$ cat config.mk
export PLATFORM = sky130hd
export DESIGN_NAME = sparse_term_scheduler
export DESIGN_NICKNAME = d
export VERILOG_FILES = /design/src/rtl/sparse_mult_pkg.sv /design/src/rtl/acc_port_mux.sv /design/src/rtl/sparse_term_scheduler.sv
export SDC_FILE = /design/constraint.sdc
export NUM_CORES = 1
export LEC_CHECK = 0
export ABC_AREA = 1
export CAP_MARGIN = 20
export CORE_ASPECT_RATIO = 1.75
export CORE_MARGIN = 3
export CORE_UTILIZATION = 38
export DETAILED_ROUTE_END_ITERATION = 10
export GPL_ROUTABILITY_DRIVEN = 1
export GPL_TIMING_DRIVEN = 1
export PLACE_DENSITY = 0.87
export SKIP_CTS_REPAIR_TIMING = 1
export SLEW_MARGIN = 20
export SYNTH_ARGS = -nofsm -noshare
export SYNTH_HDL_FRONTEND = slang
export SYNTH_SLANG_ARGS = --single-unit
$ cat constraint.sdc
create_clock -name clk -period 1.6 [get_ports clk]
set_input_delay 0.16 -clock clk [delete_from_list [all_inputs] [get_ports clk]]
set_output_delay 0.16 -clock clk [all_outputs]
set_load 0.005 [all_outputs]
$ cat src/rtl/sparse_mult_pkg.sv
// Shared types and default sizing for the sparse polynomial multiply datapath.
package sparse_mult_pkg;

  localparam int unsigned WORD_WIDTH      = 32;
  localparam int unsigned MEM_SIZE        = 553;
  localparam int unsigned MEM_SPARSE_SIZE = 50;
  localparam int unsigned ADDR_WIDTH      = 10;
  localparam int unsigned CNT_WIDTH       = 6;

  typedef enum logic [2:0] {
    IDLE,
    CLEAR,
    ISSUE,
    WAIT_DONE,
    RESTART,
    FINISH
  } state_e;

endpackage

$ cat src/rtl/acc_port_mux.sv
// Accumulator memory port selection: scheduler clear writes or controller
// pass-through, with controller writes gated outside jobs and on dummy terms.
module acc_port_mux #(
  parameter int unsigned ADDR_WIDTH = sparse_mult_pkg::ADDR_WIDTH,
  parameter int unsigned WORD_WIDTH = sparse_mult_pkg::WORD_WIDTH
) (
  input  logic                  clear_sel_i,
  input  logic [ADDR_WIDTH-1:0] clr_addr_i,
  input  logic                  pass_we_en_i,
  input  logic                  dummy_i,
  input  logic [ADDR_WIDTH-1:0] ctrl_acc_addr_i,
  input  logic                  ctrl_acc_we_i,
  input  logic [WORD_WIDTH-1:0] ctrl_acc_wdata_i,
  output logic [ADDR_WIDTH-1:0] acc_mem_addr_o,
  output logic                  acc_mem_we_o,
  output logic [WORD_WIDTH-1:0] acc_mem_wdata_o
);

  // Controller path by default so its reads work in any state; clear overrides.
  always_comb begin
    acc_mem_addr_o  = ctrl_acc_addr_i;
    acc_mem_we_o    = ctrl_acc_we_i & pass_we_en_i & ~dummy_i;
    acc_mem_wdata_o = ctrl_acc_wdata_i;
    if (clear_sel_i) begin
      acc_mem_addr_o  = clr_addr_i;
      acc_mem_we_o    = 1'b1;
      acc_mem_wdata_o = '0;
    end
  end

endmodule

$ cat src/rtl/sparse_term_scheduler.sv
// Top-level sequencer: clears the accumulator, then runs one controller job
// per sparse term. Optional macro SPARSE_DUMMY_INSERT_EN pads every run to
// MEM_SPARSE_SIZE jobs, masking writes of the padding (dummy) terms.
module sparse_term_scheduler
  import sparse_mult_pkg::*;
#(
  parameter int unsigned WORD_WIDTH      = sparse_mult_pkg::WORD_WIDTH,
  parameter int unsigned MEM_SIZE        = sparse_mult_pkg::MEM_SIZE,
  parameter int unsigned MEM_SPARSE_SIZE = sparse_mult_pkg::MEM_SPARSE_SIZE,
  parameter int unsigned ADDR_WIDTH      = sparse_mult_pkg::ADDR_WIDTH,
  parameter int unsigned CNT_WIDTH       = sparse_mult_pkg::CNT_WIDTH
) (
  input  logic                  clk,
  input  logic                  rst_n,
  input  logic                  start,
  input  logic [CNT_WIDTH-1:0]  term_count,
  output logic                  busy,
  output logic                  done,
  output logic                  error,
  output logic                  ctrl_start_o,
  output logic [ADDR_WIDTH-1:0] ctrl_sparse_addr_o,
  output logic                  ctrl_restart_o,
  input  logic                  ctrl_done_i,
  input  logic [ADDR_WIDTH-1:0] ctrl_acc_addr_i,
  input  logic                  ctrl_acc_we_i,
  input  logic [WORD_WIDTH-1:0] ctrl_acc_wdata_i,
  output logic [ADDR_WIDTH-1:0] acc_mem_addr_o,
  output logic                  acc_mem_we_o,
  output logic [WORD_WIDTH-1:0] acc_mem_wdata_o
);

  localparam logic [ADDR_WIDTH-1:0] CLR_LAST   = ADDR_WIDTH'(MEM_SIZE - 1);
  localparam logic [CNT_WIDTH-1:0]  SPARSE_MAX = CNT_WIDTH'(MEM_SPARSE_SIZE);

  state_e                state_q, state_d;
  logic [ADDR_WIDTH-1:0] clr_cnt_q, clr_cnt_d;
  logic [CNT_WIDTH-1:0]  term_idx_q, term_idx_d;
  logic [CNT_WIDTH-1:0]  total_q, total_d;
  logic [ADDR_WIDTH-1:0] sparse_addr_q, sparse_addr_d;
  logic                  busy_q, busy_d;
  logic                  done_q, done_d;
  logic                  error_q, error_d;
  logic                  ctrl_start_q, ctrl_start_d;
  logic                  ctrl_restart_q, ctrl_restart_d;
  logic                  done_prev_q;

  logic                  accept_c;
  logic                  done_rise_c;
  logic [CNT_WIDTH-1:0]  start_total_c;
  logic [CNT_WIDTH-1:0]  term_idx_inc_c;
  logic                  dummy_c;

  assign accept_c       = (state_q == IDLE) && start && (term_count <= SPARSE_MAX);
  assign done_rise_c    = ctrl_done_i & ~done_prev_q;
  assign term_idx_inc_c = term_idx_q + CNT_WIDTH'(1);

`ifdef SPARSE_DUMMY_INSERT_EN
  logic [CNT_WIDTH-1:0] real_cnt_q;

  // Remember how many terms are real; later terms are padding.
  always_ff @(posedge clk or negedge rst_n) begin
    if (!rst_n) begin
      real_cnt_q <= '0;
    end else if (accept_c) begin
      real_cnt_q <= term_count;
    end
  end

  assign start_total_c = SPARSE_MAX;
  assign dummy_c       = (term_idx_q >= real_cnt_q);
`else
  assign start_total_c = term_count;
  assign dummy_c       = 1'b0;
`endif

  // State and registered outputs.
  always_ff @(posedge clk or negedge rst_n) begin
    if (!rst_n) begin
      state_q        <= IDLE;
      clr_cnt_q      <= '0;
      term_idx_q     <= '0;
      total_q        <= '0;
      sparse_addr_q  <= '0;
      busy_q         <= 1'b0;
      done_q         <= 1'b0;
      error_q        <= 1'b0;
      ctrl_start_q   <= 1'b0;
      ctrl_restart_q <= 1'b0;
      done_prev_q    <= 1'b0;
    end else begin
      state_q        <= state_d;
      clr_cnt_q      <= clr_cnt_d;
      term_idx_q     <= term_idx_d;
      total_q        <= total_d;
      sparse_addr_q  <= sparse_addr_d;
      busy_q         <= busy_d;
      done_q         <= done_d;
      error_q        <= error_d;
      ctrl_start_q   <= ctrl_start_d;
      ctrl_restart_q <= ctrl_restart_d;
      done_prev_q    <= ctrl_done_i;
    end
  end

  // Next state; pulse outputs are raised on the transition into their state.
  always_comb begin
    state_d        = state_q;
    clr_cnt_d      = clr_cnt_q;
    term_idx_d     = term_idx_q;
    total_d        = total_q;
    sparse_addr_d  = sparse_addr_q;
    busy_d         = busy_q;
    done_d         = 1'b0;
    error_d        = 1'b0;
    ctrl_start_d   = 1'b0;
    ctrl_restart_d = 1'b0;

    case (state_q)
      IDLE: begin
        if (accept_c) begin
          total_d   = start_total_c;
          busy_d    = 1'b1;
          clr_cnt_d = '0;
          state_d   = CLEAR;
        end else if (start) begin
          error_d = 1'b1;
        end
      end
      CLEAR: begin
        if (clr_cnt_q == CLR_LAST) begin
          term_idx_d = '0;
          if (total_q == '0) begin
            state_d = FINISH;
            done_d  = 1'b1;
            busy_d  = 1'b0;
          end else begin
            state_d       = ISSUE;
            ctrl_start_d  = 1'b1;
            sparse_addr_d = '0;
          end
        end else begin
          clr_cnt_d = clr_cnt_q + ADDR_WIDTH'(1);
        end
      end
      ISSUE: begin
        state_d = WAIT_DONE;
      end
      WAIT_DONE: begin
        if (done_rise_c) begin
          state_d        = RESTART;
          ctrl_restart_d = 1'b1;
        end
      end
      RESTART: begin
        term_idx_d = term_idx_inc_c;
        if (term_idx_inc_c == total_q) begin
          state_d = FINISH;
          done_d  = 1'b1;
          busy_d  = 1'b0;
        end else begin
          state_d       = ISSUE;
          ctrl_start_d  = 1'b1;
          sparse_addr_d = ADDR_WIDTH'(term_idx_inc_c);
        end
      end
      FINISH: begin
        state_d = IDLE;
      end
      default: begin
        state_d = IDLE;
      end
    endcase
  end

  assign busy               = busy_q;
  assign done               = done_q;
  assign error              = error_q;
  assign ctrl_start_o       = ctrl_start_q;
  assign ctrl_restart_o     = ctrl_restart_q;
  assign ctrl_sparse_addr_o = sparse_addr_q;

  acc_port_mux #(
    .ADDR_WIDTH (ADDR_WIDTH),
    .WORD_WIDTH (WORD_WIDTH)
  ) u_acc_port_mux (
    .clear_sel_i      (state_q == CLEAR),
    .clr_addr_i       (clr_cnt_q),
    .pass_we_en_i     (state_q == WAIT_DONE),
    .dummy_i          (dummy_c),
    .ctrl_acc_addr_i  (ctrl_acc_addr_i),
    .ctrl_acc_we_i    (ctrl_acc_we_i),
    .ctrl_acc_wdata_i (ctrl_acc_wdata_i),
    .acc_mem_addr_o   (acc_mem_addr_o),
    .acc_mem_we_o     (acc_mem_we_o),
    .acc_mem_wdata_o  (acc_mem_wdata_o)
  );

endmodule

Word-level counts from Yosys, hierarchy flattened
Index checks and enable logic that the tools add are counted.
Widths: inputs -> output; s select.
{"block": "totals", "ff_bits": 41, "latch_bits": 0, "ram_bits": 0, "mem_bits_ro": 0, "input_bits": 53, "output_inout_bits": 58, "mem_count": 0}
{"block": "classes", "n_addsub": 2, "mul": 0, "div_mod_pow": 0, "n_lt_le_gt_ge": 1, "eq_ne": 14, "n_shift": 0, "muxes": 36, "n_bitwise": 3, "reduce_logical": 13}
{"cell": "$mux 10", "n": 6}
{"cell": "$pmux 10 s2", "n": 2}
{"cell": "$mux 32", "n": 1}
{"cell": "$mux 1", "n": 16}
{"cell": "$ne 2x2->1 const B", "n": 8}
{"cell": "$mux 3", "n": 5}
{"cell": "$pmux 3 s5", "n": 1}
{"cell": "$pmux 6 s2", "n": 1}
{"cell": "$add 10x1->10 const B", "n": 1}
{"cell": "$eq 10x10->1 const B", "n": 1}
{"cell": "$add 6x1->6 const B", "n": 1}
{"cell": "$eq 3x2->1 const B", "n": 2}
{"cell": "$eq 6x6->1", "n": 1}
{"cell": "$le 6x6->1 const B", "n": 1}
{"cell": "$logic_not 6->1", "n": 1}
{"cell": "$mux 6", "n": 1}
{"cell": "$reduce_and 3->1", "n": 2}
{"cell": "$reduce_and 5->1", "n": 1}
{"cell": "$pmux 1 s2", "n": 2}
{"cell": "$reduce_and 2->1", "n": 2}
{"cell": "$reduce_and 4->1", "n": 1}
{"cell": "$reduce_bool 2->1", "n": 2}
{"cell": "$eq 3x1->1 const B", "n": 1}
{"cell": "$eq 3x3->1 const B", "n": 1}
{"cell": "other kinds (6)", "n": 8}

Depth between registers and ports, before layout
Gate-level depths: netlist (run 1).
{"block": "logic_depth", "depth_word": 5, "ltp_mapped": 13, "ltp_nobuf": 13}

Hierarchy
Synthesis (run 1) repeated with hierarchy kept, for this count alone.
{"block": "hier_totals", "hier_cells": 371, "hier_area_um2": 2537.4}
{"mod": "sparse_term_scheduler", "n_inst": 1, "cells_each": 267, "area_each_um2": 2088.3}
{"mod": "acc_port_mux", "n_inst": 1, "cells_each": 104, "area_each_um2": 449.2}

Worst setup path after synthesis (run 1)
Ideal clock, no wire load.
{"block": "synth_path", "path_type": "reg2reg", "start": "register clr_cnt_q[0]", "end": "register clr_cnt_q[0]", "setup_ns": 0.122, "arrival_ns": 1.532, "setup_slack_ns": -0.054, "stages_incl_launch_ff": 13, "n_path_buf": 1, "period_less_slack_ns": 1.654, "cell_sequence": "dfrtp_1 -> inv_1 -> ha_1 -> nand3_1 -> nor2_1 -> nand2_1 -> nand2_1 -> nand2_1 -> nand2_2 -> inv_4 -> buf_8 -> nand3_2 -> o21ai_2"}
{"block": "synth_between", "elab_chain_cells": 3}
{"element": "start: declaration", "line": "sparse_term_scheduler.sv:36", "text": "logic [ADDR_WIDTH-1:0] clr_cnt_q, clr_cnt_d;"}
{"element": "start signal: assignment", "line": "sparse_term_scheduler.sv:92", "text": "clr_cnt_q <= clr_cnt_d;"}
{"element": "$add 10x1->10 / $eq 10x10->1 (equally long branches)", "line": "sparse_term_scheduler.sv:142, sparse_term_scheduler.sv:130"}
{"element": "$mux 10 / $ne 2x2->1 (equally long branches)"}
{"element": "$pmux 10 s2 / $reduce_and 3->1 (equally long branches)"}
Parallel ways exist; a longest one is shown, timed or not. The select of a mux whose other input is x is not followed.
A chain may end at the register's enable or synchronous reset.

Worst setup path after layout (run 1)
{"block": "layout_path", "start": "register term_idx_q[2]", "end": "register busy_q, in the netlist busy"}
{"block": "layout_between", "elab_chain_cells": 4}
{"element": "start: declaration", "line": "sparse_term_scheduler.sv:37", "text": "logic [CNT_WIDTH-1:0] term_idx_q, term_idx_d;"}
{"element": "start signal: assignment", "line": "sparse_term_scheduler.sv:93", "text": "term_idx_q <= term_idx_d;"}
{"element": "$add 6x1->6", "line": "sparse_term_scheduler.sv:55", "text": "assign term_idx_inc_c = term_idx_q + CNT_WIDTH'(1);"}
{"element": "$eq 6x6->1", "line": "sparse_term_scheduler.sv:156", "text": "if (term_idx_inc_c == total_q) begin"}
{"element": "$ne 2x2->1 (no source line)"}
{"element": "$reduce_and 5->1 (no source line)"}
{"element": "end signal: assignment", "line": "sparse_term_scheduler.sv:96", "text": "busy_q <= busy_d;"}
{"element": "end: declaration", "line": "sparse_term_scheduler.sv:40", "text": "logic busy_q, busy_d;"}
Every way passes these cells.

==> results by group, run 1 <==
Synth
  – Share of Yosys cell area claimed by the top area cell type: 0.369
  – Area leader, netlist: dfrtp_1
  – Asr flop ratio synth: 1.00
  – Most frequent cells after synthesis: nand2_1 (108), inv_1 (62), dfrtp_1 (37), nand3_1 (31), nor2_1 (16)
  – Post-synth EDFFs: 0
  – Synthesized area: 2510 µm²
  – Synth Flop Type: dfrtp_1
  – Syn Inst Count: 360
  – Synth Register Bits: 37
  – Mean area per synthesized cell: 6.98 µm²
  – Unique masters post-synth: 33
  – Yosys warns: 0
  – Synth top area cells: dfrtp_1 (37%), nand2_1 (16%), inv_1 (9.3%)
  – Count leader, synth: nand2_1
  – Seq/Total Area, Yosys: 0.369

Routing
  – DR iter-0 viols: 121
  – Wire per inst: 16.4 µm
  – Final wirelength: 9.83 mm
  – Drt pass-1 iters: 5
  – DR vias: 3109
  – Post-DRT Antenna Nets: 0
  – # DRC: 0
  – Vias per cell: 5.20

Worst hold path
  – Hold WC Path Type: input pin to flip-flop
  – WHS Path Cells: 1
  – Worst hold path startpoint: ctrl_done_i
  – Hold Path Sink: done_prev_q$_DFF_PN0_

CTS
  – Clock root cell: clkbuf_8
  – Clock Pin Slew Worst Setup and Hold Paths: 70 ps
  – CTS tree: yes
  – Cts bufs inserted: 5
  – CTS H-tree lvls: 2
  – Clk buf depth: 2
  – CTS Sinks: 37
  – Clk_lat worst skew: 300 ps

Critical path
  – Highest-delay cell along the critical path: dfrtp_1
  – RR Endpoint: busy$_DFFE_PN0P_
  – Largest stage delay on the critical path: 550 ps
  – Critical Path Start Type: flip-flop
  – Kind of end point of the critical path: flip-flop
  – Reg2reg start: term_idx_q[2]$_DFFE_PN0P_
  – Critical path class: flip-flop to flip-flop
  – Worst Path Buf+Inv: 1
  – Crit Path Max Fanout: 8
  – Cell with the most instances on the worst path: nand2_1
  – Worst EP required: 1790 ps
  – CP delay by family, top: simple AND/OR/NAND/NOR gates
  – Worst EP arrival: 1970 ps
  – Cells along the critical path: nand3_2, nand2_1, nand2_1, nand2_1, inv_1, nor2_2, nand3_2, nand2_4, nand3_2, nand2_1, nand2_1
  – R2R cell count: 11
  – R2R Setup Slk: -190 ps

Outcome
  – Failing checks: setup timing
  – Status: finished, violations left

Placement
  – GPL Wtd Cong: 0.931
  – Hpwl dp: 6.94 mm
  – PortBufs: 106
  – Placed Instances: 570

Global routing
  – Largest net degree at the start of global routing: 31
  – All-layer global routing usage: 0.225
  – GRT overflow: 0
  – First-pass GRT wire length: 13.0 mm
  – Initial antenna violation count: 0
  – Vias in the first global route: 2826

Die
  – Core area: 6320 µm²
  – Die H: 114 µm
  – Row Count: 38
  – Die area: 7660 µm²
  – IO Pins: 111
  – Die W: 67.5 µm
  – Initial Util: 0.397

Pwr
  – Max rail drop VDD: 764 µV
  – Power Total: 6.99 mW
  – Pwr/cell area: 1610 nW/µm²
  – Pleak: 2.31 nW

Timing
  – Final setup fails: 55
  – Slew Limit Fails: 0
  – Final WS setup: -187 ps
  – Worst slew pin tran: 587 ps
  – Highest clock rate: 560 MHz
  – Clk_skew: 8.68 ps
  – Fin crit share: 1.12
  – RSZ-0062 raised after global routing: true
  – Fin. Hold Viols: 0
  – Post-layout min period: 1790 ps
  – Fin Hold WS: 350 ps
  – Slew HR: 0.608

Layout
  – Share of layout cells above drive strength 1: 0.380
  – Final-stage net count: 573
  – Ant diodes: 0
  – Post-Layout Cell Count: 598
  – Area grow syn2layout: 72.6%
  – Filler cells: 481
  – Final core utilization: 0.686

Run
  – Max-cap violations: 0
## how the worst max path moves through the flow
| stage | from | endpoint | slack, ps | cells past startpoint |
|---|---|---|---|---|
| final | term_idx_q[2]$_DFFE_PN0P_ | busy$_DFFE_PN0P_ | -190 | 11 |
| after detailed placement | term_idx_q[0]$_DFFE_PN0P_ | ctrl_sparse_addr_o[3]$_DFFE_PN0P_ | -130 | 12 |
| after global routing | term_idx_q[2]$_DFFE_PN0P_ | state_q[1]$_DFFE_PN0P_ | -280 | 11 |
| after global placement | state_q[2]$_DFFE_PN0P_ | acc_mem_we_o | -110 | 6 |
| after CTS | state_q[2]$_DFFE_PN0P_ | acc_mem_we_o | -440 | 6 |
| after floorplan | term_idx_q[0]$_DFFE_PN0P_ | busy$_DFFE_PN0P_ | -9 | 12 |
## flip-flops by register name (all words and copies together), names as in the netlist
signal / cells
done: 1
total_q: 6
ctrl_restart_o: 1
ctrl_start_o: 1
term_idx_q: 6
busy: 1
ctrl_sparse_addr_o: 6
done_prev_q: 1
state_q: 3
error: 1
clr_cnt_q: 10
## per-stage QoR
step	area [µm²]	setup TNS [ps]	worst slack, ps
6_report	4340	-5390	-187
5_1_grt	4340	-10880	-277
4_1_cts	3990	-16430	-443
3_5_place_dp	3880	-2620	-134
3_3_place_gp	3880	-1030	-108
2_1_floorplan	2540	-8.90	-8.90
## cell families after synthesis
logic type	Yosys count	synth area share
XOR/XNOR	4	0.0139
AND/OR/NAND/NOR	188	0.349
other	1	0.00149
AO/OA/AOI/OAI	40	0.105
flip-flops	37	0.369
adder cells (fa/ha/maj)	3	0.0149
buffers and inverters	87	0.148
## routing by layer
metal | vias to the layer above | track usage | share of wire
met5 | - | 0 | 0
met4 | 0 | 0.145 | 0.064
met3 | 44 | 0.0640 | 0.11
met2 | 212 | 0.403 | 0.51
met1 | 1421 | 0.214 | 0.32
li1 | 1432 | - | -
## layout by cell type, fill, tap and decap left out, types with 3 or more instances in the layout
cell type,count
nand2_1,75
nand3_2,12
nand2_4,7
clkbuf_8,6
buf_4,41
o21ai_2,8
nor2_4,4
buf_6,14
nand4_1,11
o22ai_2,4
xor2_1,4
nor2_1,12
inv_2,18
conb_1,4
o21ai_0,10
inv_1,51
nand2_2,31
inv_4,4
o21ai_1,8
nor3_1,4
buf_2,10
nand3_1,23
a21oi_1,3
dfrtp_1,36
o21bai_1,3
dlymetal6s2s_1,8
clkdlybuf4s50_1,62
clkbuf_2,20
nor2_2,4
## where the power goes
group | switching [mW] | internal (mW)
registers | 0.221 | 1.17
clock network | 0.337 | 0.508
logic | 2.48 | 2.27
total | 3.04 | 3.95
## worst reg2reg max path: stages, from the launching register on
cell and delay, ps:
dfrtp_1 550, nand3_2 160, nand2_1 110, nand2_1 90
nand2_1 100, inv_1 60, nor2_2 120, nand3_2 100
nand2_4 150, nand3_2 100, nand2_1 90, nand2_1 50
## final cells by class
class	instances	area, µm²	area share
Clock buffer	7	86.3	0.0199
Clock inverter	1	30.0	0.00692
Inverter	73	287	0.0661
Multi-Input combinational cell	239	1460	0.338
Sequential cell	37	927	0.214
Tap cell	80	100	0.0231
Timing Repair Buffer	160	1440	0.331
Timing Repair inverter	1	6.26	0.00144
Power figures use the tool's default switching activity.
==> run 2: changes to the inputs <==
--- a/config.mk
+++ b/config.mk
@@ -13,6 +13,7 @@
 export DETAILED_ROUTE_END_ITERATION = 10
 export GPL_ROUTABILITY_DRIVEN = 1
 export GPL_TIMING_DRIVEN = 1
+export HOLD_SLACK_MARGIN = 0.15
 export PLACE_DENSITY = 0.87
 export SKIP_CTS_REPAIR_TIMING = 1
 export SLEW_MARGIN = 20
==> results of run 2 <==
Final layout, timing and power as in run 1 (identical DEF).
